File: config.mk
export PLATFORM = sky130hd
export DESIGN_NAME = amba_lite_master
export DESIGN_NICKNAME = d
export VERILOG_FILES = /design/src/rtl/amba_lite_master.sv
export SDC_FILE = /design/constraint.sdc
export NUM_CORES = 1
export LEC_CHECK = 0
export ABC_AREA = 1
export BUFFER_PORTS_ARGS = -buffer_cell sky130_fd_sc_hd__buf_2
export CAP_MARGIN = 40
export CORE_MARGIN = 5
export CORE_UTILIZATION = 45
export DETAILED_ROUTE_END_ITERATION = 12
export MAX_ROUTING_LAYER = met4
export PLACE_DENSITY = 0.84
export SLEW_MARGIN = 20
export SYNTH_ARGS = -nofsm -noshare
export SYNTH_HDL_FRONTEND = slang
export SYNTH_SLANG_ARGS = --single-unit
File: constraint.sdc
create_clock -name clk -period 1.76 [get_ports clk]
set_clock_uncertainty 0.05 [all_clocks]
set_input_delay 0 -clock clk [delete_from_list [all_inputs] [get_ports clk]]
set_output_delay 0 -clock clk [all_outputs]
set_load 0.02 [all_outputs]
File: src/rtl/amba_lite_master.sv
// AXI4-Lite master for a single-outstanding core load/store port; zero-wait access completes 3 cycles after accept.
// Backpressure: ready is high only in IDLE, VALIDs hold until READY, and slave wait states stretch the transaction.
module amba_lite_master #(
    parameter logic [2:0] PROT = 3'b000
) (
    input  logic        clk,
    input  logic        reset,
    input  logic        req,
    input  logic        we,
    input  logic [31:0] addr,
    input  logic [31:0] wdata,
    input  logic [3:0]  be,
    output logic        ready,
    output logic        done,
    output logic [31:0] rdata,
    output logic        err,
    output logic [31:0] AWADDR,
    output logic [2:0]  AWPROT,
    output logic        AWVALID,
    input  logic        AWREADY,
    output logic [31:0] WDATA,
    output logic [3:0]  WSTRB,
    output logic        WVALID,
    input  logic        WREADY,
    input  logic        BVALID,
    input  logic [1:0]  BRESP,
    output logic        BREADY,
    output logic [31:0] ARADDR,
    output logic [2:0]  ARPROT,
    output logic        ARVALID,
    input  logic        ARREADY,
    input  logic        RVALID,
    input  logic [31:0] RDATA,
    input  logic [1:0]  RRESP,
    output logic        RREADY
);

    typedef enum logic [2:0] {IDLE, WR_REQ, WR_RESP, RD_ADDR, RD_DATA} state_t;

    state_t      state_q, state_d;
    logic [31:0] addr_q, addr_d;
    logic [31:0] wdata_q, wdata_d;
    logic [31:0] rdata_q, rdata_d;
    logic [3:0]  wstrb_q, wstrb_d;
    logic        awvalid_q, awvalid_d;
    logic        wvalid_q, wvalid_d;
    logic        arvalid_q, arvalid_d;
    logic        aw_acc_q, aw_acc_d;
    logic        w_acc_q, w_acc_d;
    logic        done_q, done_d;
    logic        err_q, err_d;
    logic        aw_hs, w_hs;
    logic        addr_lo_unused;

    // Accesses are word-aligned, so the byte offset never reaches the bus.
    assign addr_lo_unused = ^addr[1:0];

    assign aw_hs = awvalid_q & AWREADY;
    assign w_hs  = wvalid_q & WREADY;

    always_comb begin
        state_d   = state_q;
        addr_d    = addr_q;
        wdata_d   = wdata_q;
        wstrb_d   = wstrb_q;
        rdata_d   = rdata_q;
        awvalid_d = awvalid_q;
        wvalid_d  = wvalid_q;
        arvalid_d = arvalid_q;
        aw_acc_d  = aw_acc_q;
        w_acc_d   = w_acc_q;
        err_d     = err_q;
        done_d    = 1'b0;
        case (state_q)
            IDLE: begin
                if (req) begin
                    addr_d  = {addr[31:2], 2'b00};
                    wdata_d = wdata;
                    wstrb_d = be;
                    if (we) begin
                        state_d   = WR_REQ;
                        awvalid_d = 1'b1;
                        wvalid_d  = 1'b1;
                        aw_acc_d  = 1'b0;
                        w_acc_d   = 1'b0;
                    end else begin
                        state_d   = RD_ADDR;
                        arvalid_d = 1'b1;
                    end
                end
            end
            WR_REQ: begin
                // AW and W complete independently; leave only once both have.
                if (aw_hs) begin
                    awvalid_d = 1'b0;
                    aw_acc_d  = 1'b1;
                end
                if (w_hs) begin
                    wvalid_d = 1'b0;
                    w_acc_d  = 1'b1;
                end
                if ((aw_acc_q | aw_hs) && (w_acc_q | w_hs)) begin
                    state_d = WR_RESP;
                end
            end
            WR_RESP: begin
                if (BVALID) begin
                    err_d   = |BRESP;
                    done_d  = 1'b1;
                    state_d = IDLE;
                end
            end
            RD_ADDR: begin
                if (arvalid_q && ARREADY) begin
                    arvalid_d = 1'b0;
                    state_d   = RD_DATA;
                end
            end
            RD_DATA: begin
                if (RVALID) begin
                    rdata_d = RDATA;
                    err_d   = |RRESP;
                    done_d  = 1'b1;
                    state_d = IDLE;
                end
            end
            default: state_d = IDLE;
        endcase
    end

    always_ff @(posedge clk or negedge reset) begin
        if (!reset) begin
            state_q   <= IDLE;
            addr_q    <= '0;
            wdata_q   <= '0;
            wstrb_q   <= '0;
            rdata_q   <= '0;
            awvalid_q <= 1'b0;
            wvalid_q  <= 1'b0;
            arvalid_q <= 1'b0;
            aw_acc_q  <= 1'b0;
            w_acc_q   <= 1'b0;
            done_q    <= 1'b0;
            err_q     <= 1'b0;
        end else begin
            state_q   <= state_d;
            addr_q    <= addr_d;
            wdata_q   <= wdata_d;
            wstrb_q   <= wstrb_d;
            rdata_q   <= rdata_d;
            awvalid_q <= awvalid_d;
            wvalid_q  <= wvalid_d;
            arvalid_q <= arvalid_d;
            aw_acc_q  <= aw_acc_d;
            w_acc_q   <= w_acc_d;
            done_q    <= done_d;
            err_q     <= err_d;
        end
    end

    assign ready   = (state_q == IDLE);
    assign BREADY  = (state_q == WR_RESP);
    assign RREADY  = (state_q == RD_DATA);
    assign done    = done_q;
    assign err     = err_q;
    assign rdata   = rdata_q;
    assign AWADDR  = addr_q;
    assign ARADDR  = addr_q;
    assign AWPROT  = PROT;
    assign ARPROT  = PROT;
    assign AWVALID = awvalid_q;
    assign WVALID  = wvalid_q;
    assign ARVALID = arvalid_q;
    assign WDATA   = wdata_q;
    assign WSTRB   = wstrb_q;

endmodule

==> key figures, run 1 <==
STA
  • Final min period: approximately 1.6 ns
  • Final slew viol count: 0
  • Worst-Margin Slew: approximately 0.57 ns
  • RSZ-0062 raised after global routing: no
  • Setup TNS: 0 ns
  • Final number of setup-violating endpoints: 0
  • Min Hold Slack: 0.0367 ns
  • Period utilisation layout: 0.917
  • Slew Limit Headroom: 0.621
  • Final WS setup: 0.145 ns
  • Final Hold Viols: 0
  • F_max: about 620 MHz

Critical path
  • Worst path depth: 5
  • Max stage delay on crit path: 0.44 ns
  • Crit end category: output pin
  • Worst Path Buf+Inv: 3
  • R2R setup slack: around 0.17 ns
  • Worst r2r src: state_q[2]$_DFFE_PN0P_
  • Slowest CP cell: dfrtp_1
  • WS Path Type: reg -> out
  • Data required time of the critical path: 1.71 ns
  • Reg2reg path depth: 6
  • Type of origin of the critical path: register
  • R2r endpoint: WDATA[19]$_DFFE_PN0P_
  • Critical Path AT: 1.56 ns
  • CP Cell Sequence: nor2_1 > nand2_1 > inv_2 > buf_12 > buf_2
  • Family with the most delay on the worst path: buffers and inverters
  • Crit path max fanout: 33

Status
  • Status: completed

Floorplan
  • Row count: 37
  • Die X: 113 um
  • Starting Density: 0.460
  • Chip height: around 110 um
  • Placeable Area: 10300 um2
  • DIE AREA: 12700 um2
  • Io pins: 259

Place
  • Hpwl dp: around 9000 um
  • # port buffers: 246
  • Routability cong.: 0.824
  • Setup WS pre-CTS: approximately 0.24 ns

Route
  • Pre-Repair DR Iteration Count: 5
  • Post-route ant nets: 0
  • Post-DR vias/cell: 4.94
  • Drt total wl: 15700 um
  • Initial DRC Count: 462
  • Via count: 4936
  • WL/cell: 15.7 um
  • DR DRC count: 0

Clock tree
  • Bufs on Longest Clock Path: 2
  • CTS tree: built
  • CTS buffer count: 9
  • Clock latency on the worst-skew pair: 0.35 ns
  • CTS sink count: 108
  • Clk slew on worst S/H paths: 0.11 ns
  • H-tree levels: 3
  • CTS root buffer: clkbuf_8

Pwr
  • Pwr dens: 1740 nW/um2
  • Pleak: between 4 and 5 nW
  • Tot Pwr: 12.4 mW
  • Peak VDD IR: 1090 uV

Global route
  • Global route overflow: 0
  • First-pass GRT wire length: 24700 um
  • Pin count of the biggest net entering global routing: between 60 and 70
  • Number of global-route vias before repair: just over 5000
  • Gr usage total: 0.248
  • Antenna violations before repair: 0

Synth
  • Asr flop ratio synth: 1.00
  • Mean post-synth cell area: 8.69 um2
  • EDFF count, synth: 0
  • Count leader, synth: nand2_1
  • Top post-synthesis cells by count: 222 x nand2_1, 108 x dfrtp_1, 102 x nand3_1, 43 x buf_4, 16 x buf_2
  • Syn Inst Count: 546
  • Synth unique cells: 20
  • Seq/Total Area, Yosys: 0.570
  • Post-synthesis register bit count: 108
  • Yosys warning total: 0
  • Top_reg_cell synth: dfrtp_1
  • Top-area cell type share of the netlist area: 0.570
  • Post-Syn Area: about 4700 um2
  • Top area cells in the synthesized netlist: dfrtp_1 57%, nand2_1 18%, nand3_1 11%
  • Yosys top cell by area: dfrtp_1

Final layout
  • Area of the multi-input gates: 1530 um2
  • Area Overhead vs Synth: 50.3%
  • Share of layout cells above drive strength 1: 0.328
  • Final Util: 0.691
  • Ant. Diodes: 0
  • Nets@finish: 973
  • Filler cells: 766
  • Sequential cell area: 2700 um2

Run
  • Max_cap viols: 0

Worst hold path
  • Hold path start: WREADY
  • Hold path endpoint: w_acc_q$_DFFE_PN0P_
  • Min-Delay Path Class: in -> reg
  • Hold Path Cell Cnt: 5
## kinds of logic after synthesis
group                  share of synthesized area
AO/OA/AOI/OAI                             0.0156
other                                   0.000790
buffers and inverters                      0.117
flip-flops                                 0.570
AND/OR/NAND/NOR                            0.297
## worst max-delay path by stage
stage	startpoint	to	slack [ns]
finish	state_q[1]$_DFFE_PN0P_	RREADY	0.15
global route	state_q[1]$_DFFE_PN0P_	RREADY	0.02
CTS	state_q[0]$_DFFE_PN0P_	RREADY	0.01
detailed placement	state_q[2]$_DFFE_PN0P_	ARADDR[6]$_DFFE_PN0P_	0.24
global placement	state_q[2]$_DFFE_PN0P_	WDATA[22]$_DFFE_PN0P_	0.28
floorplan	state_q[2]$_DFFE_PN0P_	ARADDR[13]$_DFFE_PN0P_	0.44
## cell type report
| class | instances | share of cell area |
|---|---|---|
| clock buffers | 9 | 0.0174 |
| clock inverters | 6 | 0.00982 |
| inverters | 14 | 0.00737 |
| multi-input cells | 360 | 0.214 |
| flip-flops and latches | 108 | 0.379 |
| well taps | 136 | 0.0239 |
| repair buffers | 367 | 0.349 |
## through the flow
step | instance area [um2] | cells
2_1_floorplan | 4780 | 555
3_3_place_gp | 5830 | 875
3_5_place_dp | 5830 | 875
4_1_cts | 7110 | 998
5_1_grt | 7130 | 1000
6_report | 7130 | 1000
## registers in the layout, indices dropped and copies added, names as in the netlist
| signal | count |
|---|---|
| ARADDR | 30 |
| AWVALID | 1 |
| rdata | 32 |
| WSTRB | 4 |
| err | 1 |
| WVALID | 1 |
| done | 1 |
| state_q | 3 |
| w_acc_q | 1 |
| aw_acc_q | 1 |
| ARVALID | 1 |
| WDATA | 32 |
## worst min-delay path, delay by kind of cell
kind                   cells  cell delay, ns
and+or+nand+nor            2            0.17
buffers and inverters      1            0.10
AOI/OAI and AO/OA          2            0.15
## cells in the final DEF (no fill, tap or decap)
cell type	count
dfrtp_2	1
nor2_4	1
inv_2	3
nor2_1	8
nand3b_1	1
conb_1	10
bufinv_16	1
nand3_1	102
a21oi_1	3
nand2_1	221
dfrtp_1	107
buf_4	8
o21ai_0	7
o21ai_2	1
o21bai_1	1
clkbuf_8	9
inv_1	11
a21boi_0	1
clkinv_2	1
buf_2	245
dlygate4sd3_1	108
buf_12	6
nand2_2	3
nand4_1	1
inv_6	4
## metal layers
layer,up-vias,track usage,share of wire
met1,2293,0.280,0.38
met4,0,0.147,0.055
met2,264,0.418,0.50
met3,81,0.0350,0.063
met5,-,-,0
li1,2298,-,-
## report_power, final
group          leakage [nW]  total (mW)  internal, mW  switching [mW]
logic                  2.65        6.49          2.14            4.35
registers              1.35        4.37          3.63           0.738
clock network         0.101        1.53         0.671           0.861
## what timing repair did
item | in CTS | in global routing
hold endpoints to repair | 212 | 0
endpoints found under the setup margin | 1 | 1
cloned | 0 | 0
buffers inserted | 0 | 2
hold buffers | 108 | 0
gates resized for setup | 1 | 3
Power figures use the tool's default switching activity.
==> run 2: changes to the inputs <==
PLACE_DENSITY = 0.81   (was 0.84)
==> key figures, run 2 (synthesis results as in run 1) <==
Route
  • DR DRC count: 0 (unchanged)
  • WL/cell: 15.4 um (was 15.7 um)
  • Post-DR vias/cell: 4.81 (was 4.94)
  • Initial DRC Count: 330 (was 462)
  • Via count: 4797 (was 4936)
  • Pre-Repair DR Iteration Count: 5 (unchanged)
  • Drt total wl: 15400 um (was 15700 um)
  • Post-route ant nets: 0 (unchanged)

Clock tree
  • CTS sink count: 108 (unchanged)
  • CTS buffer count: 9 (unchanged)
  • Clk slew on worst S/H paths: 0.09 ns (was 0.11 ns)
  • CTS tree: built (unchanged)
  • Bufs on Longest Clock Path: 2 (unchanged)
  • H-tree levels: 3 (unchanged)
  • CTS root buffer: clkbuf_8 (unchanged)
  • Clock latency on the worst-skew pair: 0.35 ns (about the same)

Floorplan
  • Die X: 113 um (unchanged)
  • Io pins: 259 (unchanged)
  • DIE AREA: 12700 um2 (unchanged)
  • Row count: 37 (unchanged)
  • Starting Density: 0.460 (unchanged)
  • Chip height: 113 um (unchanged)
  • Placeable Area: 10300 um2 (unchanged)

Critical path
  • Type of origin of the critical path: register (unchanged)
  • WS Path Type: reg -> reg (was reg -> out)
  • Crit end category: register (was output pin)
  • Data required time of the critical path: 1.99 ns (was 1.71 ns)
  • R2R setup slack: 0.08 ns (was 0.17 ns)
  • Crit path max fanout: 5 (was 33)
  • Critical Path AT: 1.91 ns (was 1.56 ns)

STA
  • Min Hold Slack: 0.0344 ns (was 0.0367 ns)
  • F_max: 596 MHz (was 619 MHz)
  • Final Hold Viols: 0 (unchanged)
  • Slew Limit Headroom: 0.532 (was 0.621)
  • Final slew viol count: 0 (unchanged)
  • RSZ-0062 raised after global routing: no (unchanged)
  • Period utilisation layout: 0.953 (was 0.917)
  • Final min period: 1.68 ns (was 1.61 ns)
  • Final number of setup-violating endpoints: 0 (unchanged)
  • Setup TNS: 0 ns (unchanged)
  • Worst-Margin Slew: 0.703 ns (was 0.568 ns)
  • Final WS setup: 0.0826 ns (was 0.145 ns)

Final layout
  • Commonest non-fill, non-tap cell in the layout: buf_2 (unchanged)
  • Area Overhead vs Synth: 49.9% (was 50.3%)
  • Nets@finish: 972 (was 973)
  • Post-route insts no fill: 997 (was 1000)
  • Final Util: 0.689 (was 0.691)
  • Commonest cells after routing, fill and taps aside: 245 x buf_2, 221 x nand2_1, 108 x dfrtp_1 (was 245 x buf_2, 221 x nand2_1, 108 x dlygate4sd3_1)
  • Sequential cell area: 2700 um2 (about the same)
  • Filler cells: 784 (was 766)
  • Share of layout cells above drive strength 1: 0.325 (was 0.328)
  • Ant. Diodes: 0 (unchanged)
  • Area of the multi-input gates: 1530 um2 (unchanged)
  • Post-layout instance area: 7110 um2 (was 7130 um2)

Place
  • Placed Cells: 877 (was 875)
  • Setup WS pre-CTS: 0.250 ns (was 0.236 ns)
  • DP Area: 5830 um2 (about the same)
  • # port buffers: 246 (unchanged)
  • Routability cong.: 0.854 (was 0.824)
  • Hpwl dp: 9550 um (was 9270 um)

Global route
  • Gr usage total: 0.247 (was 0.248)
  • First-pass GRT wire length: 24800 um (was 24700 um)
  • Global route overflow: 0 (unchanged)
  • Number of global-route vias before repair: 5072 (was 5049)
  • Pin count of the biggest net entering global routing: 67 (was 63)
  • Antenna violations before repair: 0 (unchanged)

Run
  • Max_cap viols: 0 (unchanged)

Worst hold path
  • Min-Delay Path Class: in -> reg (unchanged)

Pwr
  • Peak VDD IR: 935 uV (was 1090 uV)
  • Tot Pwr: 12.3 mW (was 12.4 mW)
  • Pwr dens: 1740 nW/um2 (about the same)
  • Pleak: 4.08 nW (was 4.10 nW)

Status
  • Status: completed (unchanged)
## run 2: changes by cell type in the layout (fill, tap and decap cells not counted), sizes merged
cell / previous run / this run
clkinvlp: 0 / 1
bufinv: 1 / 2
inv: 18 / 15
clkinv: 1 / 0
dlygate4sd3: 108 / 107
## run 2: where the power goes
part | internal [mW] | total [mW] | switching, mW | leakage (nW)
sequential | 3.63 | 4.35 | 0.721 | 1.35
clock | 0.785 | 1.57 | 0.790 | 0.0977
combinational | 2.12 | 6.42 | 4.30 | 2.63
total | 6.54 | 12.3 | 5.81 | 4.08
## run 2: cell type report
cell class                 instances  share of cell area
clock buffer                       9              0.0174
clock inverter                     4              0.0107
inverter                          14             0.00739
multi-input combinational        360               0.214
sequential                       108               0.380
tap                              136              0.0239
timing repair buffer             366               0.346
## run 2: final timing paths
kind                                        start                      to  cells after the start
max reg2reg                state_q[0]$_DFFE_PN0P_      WVALID$_DFFE_PN0P_                      5
min in group asynchronous                   reset    WSTRB[0]$_DFFE_PN0P_                      2
min                                        WREADY     w_acc_q$_DFFE_PN0P_                      5
min reg2reg                 WDATA[16]$_DFFE_PN0P_   WDATA[16]$_DFFE_PN0P_                      2
max                        state_q[0]$_DFFE_PN0P_      WVALID$_DFFE_PN0P_                      5
max in group asynchronous                   reset  ARADDR[18]$_DFFE_PN0P_                      3
## run 2: metal layers
layer,global-route usage,part of all wire,vias to the layer above
met3,0.0404,0.056,63
met1,0.281,0.38,2219
li1,-,-,2296
met4,0.123,0.045,0
met5,-,0,-
met2,0.421,0.52,219
## run 2: critical path, cell delays in order, from the launching register on
cell and delay, ns:
dfrtp_1 0.46, buf_4 0.18, inv_1 0.08, nand4_1 0.13, dlygate4sd3_1 0.64, nand2_1 0.09
## run 2: timing repair
item / CTS / global route
hold buffers: 107 / 0
gates resized for setup: 1 / 1
hold endpoints to repair: 213 / 0
endpoints found under the setup margin: 1 / 1
buffers inserted: 0 / 0
==> run 3: changes to the inputs <==
ABC_AREA = not set   (was 1)
==> key figures, run 3 <==
Status
  • Status: completed (unchanged)

STA
  • RSZ-0062 raised after global routing: no (unchanged)
  • Final number of setup-violating endpoints: 0 (unchanged)
  • Setup TNS: 0 ns (unchanged)
  • Slew Limit Headroom: 0.627 (was 0.532)
  • F_max: 616 MHz (was 596 MHz)
  • Final slew viol count: 0 (unchanged)
  • Worst-Margin Slew: 0.560 ns (was 0.703 ns)
  • Final WS setup: 0.138 ns (was 0.0826 ns)
  • Period utilisation layout: 0.922 (was 0.953)
  • Final min period: 1.62 ns (was 1.68 ns)
  • Final Hold Viols: 0 (unchanged)

Route
  • Pre-Repair DR Iteration Count: 4 (was 5)
  • Initial DRC Count: 116 (was 330)
  • WL/cell: 17.4 um (was 15.4 um)
  • Drt total wl: 13600 um (was 15400 um)
  • Via count: 3711 (was 4797)
  • Post-route ant nets: 0 (unchanged)
  • Post-DR vias/cell: 4.75 (was 4.81)
  • DR DRC count: 0 (unchanged)

Final layout
  • Area Overhead vs Synth: 50.7% (was 49.9%)
  • Filler cells: 705 (was 784)
  • Commonest cells after routing, fill and taps aside: 245 x buf_2, 108 x dfrtp_1, 107 x dlygate4sd3_1 (was 245 x buf_2, 221 x nand2_1, 108 x dfrtp_1)
  • Area of the multi-input gates: 1560 um2 (was 1530 um2)
  • Nets@finish: 754 (was 972)
  • Sequential cell area: 2700 um2 (unchanged)
  • Post-route insts no fill: 782 (was 997)
  • Final Util: 0.690 (was 0.689)
  • Commonest non-fill, non-tap cell in the layout: buf_2 (unchanged)
  • Share of layout cells above drive strength 1: 0.519 (was 0.325)

Place
  • # port buffers: 246 (unchanged)
  • Routability cong.: 0.845 (was 0.854)
  • Placed Cells: 659 (was 877)
  • Setup WS pre-CTS: 0.150 ns (was 0.250 ns)
  • Hpwl dp: 8630 um (was 9550 um)

Critical path
  • R2r endpoint: WDATA[25]$_DFFE_PN0P_ (was WVALID$_DFFE_PN0P_)
  • Type of origin of the critical path: register (unchanged)
  • Max stage delay on crit path: 0.46 ns (was 0.64 ns)
  • Slowest CP cell: dfrtp_1 (was dlygate4sd3_1)
  • CP Cell Sequence: nor3_4 > and2_4 > buf_12 > mux2_1 (was buf_4 > inv_1 > nand4_1 > dlygate4sd3_1 > nand2_1)
  • Crit end category: register (unchanged)
  • Crit path max fanout: 31 (was 5)
  • Reg2reg path depth: 4 (was 5)
  • Critical Path AT: 1.80 ns (was 1.91 ns)
  • Worst r2r src: state_q[1]$_DFFE_PN0P_ (was state_q[0]$_DFFE_PN0P_)
  • Data required time of the critical path: 1.94 ns (was 1.99 ns)
  • R2R setup slack: 0.14 ns (was 0.08 ns)
  • WS Path Type: reg -> reg (unchanged)

Synth
  • Top-area cell type share of the netlist area: 0.575 (was 0.570)
  • Count leader, synth: dfrtp_1 (was nand2_1)
  • Syn Inst Count: 311 (was 546)
  • Asr flop ratio synth: 1.00 (unchanged)
  • Mean post-synth cell area: 15.1 um2 (was 8.69 um2)
  • Yosys top cell by area: dfrtp_1 (unchanged)
  • EDFF count, synth: 0 (unchanged)
  • Top post-synthesis cells by count: 108 x dfrtp_1, 42 x buf_4, 40 x mux2_1, 30 x mux2_4, 29 x mux2_2 (was 222 x nand2_1, 108 x dfrtp_1, 102 x nand3_1, 43 x buf_4, 16 x buf_2)
  • Post-synthesis register bit count: 108 (unchanged)
  • Yosys warning total: 0 (unchanged)
  • Seq/Total Area, Yosys: 0.575 (was 0.570)
  • Top_reg_cell synth: dfrtp_1 (unchanged)
  • Post-Syn Area: 4700 um2 (was 4740 um2)
  • Top area cells in the synthesized netlist: dfrtp_1 57%, mux2_1 9.6%, mux2_4 9.6% (was dfrtp_1 57%, nand2_1 18%, nand3_1 11%)
  • Synth unique cells: 34 (was 20)

Floorplan
  • Die X: 112 um (was 113 um)
  • DIE AREA: 12600 um2 (was 12700 um2)
  • Io pins: 259 (unchanged)
  • Starting Density: 0.458 (was 0.460)
  • Placeable Area: 10300 um2 (about the same)
  • Row count: 37 (unchanged)
  • Chip height: 112 um (was 113 um)

Pwr
  • Pleak: 3.59 nW (was 4.08 nW)
  • Pwr dens: 1720 nW/um2 (was 1740 nW/um2)
  • Peak VDD IR: 942 uV (was 935 uV)
  • Tot Pwr: 12.2 mW (was 12.3 mW)

Worst hold path
  • Hold path start: BRESP[0] (was WREADY)
  • Hold path endpoint: err$_DFFE_PN0P_ (was w_acc_q$_DFFE_PN0P_)
  • Hold Path Cell Cnt: 4 (was 5)
  • Min-Delay Path Class: in -> reg (unchanged)

Run
  • Max_cap viols: 0 (unchanged)

Global route
  • Number of global-route vias before repair: 4144 (was 5072)
  • First-pass GRT wire length: 21900 um (was 24800 um)
  • Global route overflow: 0 (unchanged)
  • Gr usage total: 0.222 (was 0.247)
  • Antenna violations before repair: 1 (was 0)
  • Pin count of the biggest net entering global routing: 109 (was 67)

Clock tree
  • Hold buffer count at cts: 107 (unchanged)
  • Bufs on Longest Clock Path: 2 (unchanged)
  • Clk slew on worst S/H paths: 0.10 ns (was 0.09 ns)
  • Clock latency on the worst-skew pair: 0.36 ns (was 0.35 ns)
  • CTS buffer count: 9 (unchanged)
  • CTS sink count: 108 (unchanged)
  • H-tree levels: 3 (unchanged)
  • CTS root buffer: clkbuf_8 (unchanged)
  • Post-cts gate resize count: 0 (was 1)
  • Number of setup buffers added after CTS: 0 (unchanged)
  • CTS tree: built (unchanged)
## run 3: cell count changes after synthesis, moves of 6 or more
cell / previous run / this run
mux2_2: 0 / 29
inv_1: 11 / 3
buf_2: 16 / 1
mux2_1: 0 / 40
nand3_1: 102 / 1
clkbuf_1: 8 / 2
a21oi_1: 3 / 9
mux2_4: 0 / 30
nand2_1: 222 / 4
o21ai_0: 7 / 1
## run 3: cells by family after synthesis
logic type / Yosys count / share of synthesized area
DFF: 108 / 0.575
muxes: 100 / 0.263
buffers and inverters: 58 / 0.102
and+or+nand+nor: 26 / 0.0362
AOI/OAI and AO/OA: 18 / 0.0237
other: 1 / 0.000797
## run 3: power by group
group          internal, mW  total (mW)  switching, mW
clock network         0.689        1.50          0.812
registers              3.68        4.47          0.792
logic                  2.59        6.21           3.61
total                  6.96        12.2           5.22
## run 3: metal layers
metal | vias up | track usage | part of all wire
met1 | 1821 | 0.243 | 0.36
met2 | 174 | 0.397 | 0.54
li1 | 1686 | - | -
met5 | - | - | 0
met4 | 0 | 0.0897 | 0.028
met3 | 30 | 0.0399 | 0.068
## run 3: through the flow
stage	area (um2)	hold WS (ns)
3_3_place_gp	5820	0.0600
5_1_grt	7090	0.0586
6_report	7090	0.0343
4_1_cts	7080	0.0162
2_1_floorplan	4740	-0.346
3_5_place_dp	5820	0.0737
## run 3: worst max-delay path by stage
stage / startpoint / endpoint / slack (ns) / depth (start not counted)
2_1_floorplan: state_q[0]$_DFFE_PN0P_ / rdata[0]$_DFFE_PN0P_ / 0.003 / 6
3_3_place_gp: state_q[1]$_DFFE_PN0P_ / WDATA[0]$_DFFE_PN0P_ / 0.19 / 4
4_1_cts: state_q[2]$_DFFE_PN0P_ / rdata[23]$_DFFE_PN0P_ / 0.13 / 4
5_1_grt: state_q[0]$_DFFE_PN0P_ / state_q[1]$_DFFE_PN0P_ / 0.03 / 3
3_5_place_dp: state_q[2]$_DFFE_PN0P_ / rdata[6]$_DFFE_PN0P_ / 0.15 / 4
6_report: state_q[1]$_DFFE_PN0P_ / WDATA[25]$_DFFE_PN0P_ / 0.14 / 4
## run 3: cell type report
type / instances / share of cell area
sequential: 108 / 0.381
inverter: 3 / 0.00159
multi-input combinational: 154 / 0.221
clock inverter: 4 / 0.00706
timing repair buffer: 365 / 0.345
tap: 136 / 0.0240
clock buffer: 11 / 0.0200
antenna: 1 / 0.000353
## run 3: critical path: cells and delay by family (launching register included)
kind,cells,cell delay [ns]
flops,1,0.46
simple gates,2,0.41
mux,1,0.36
buf+inv,1,0.20
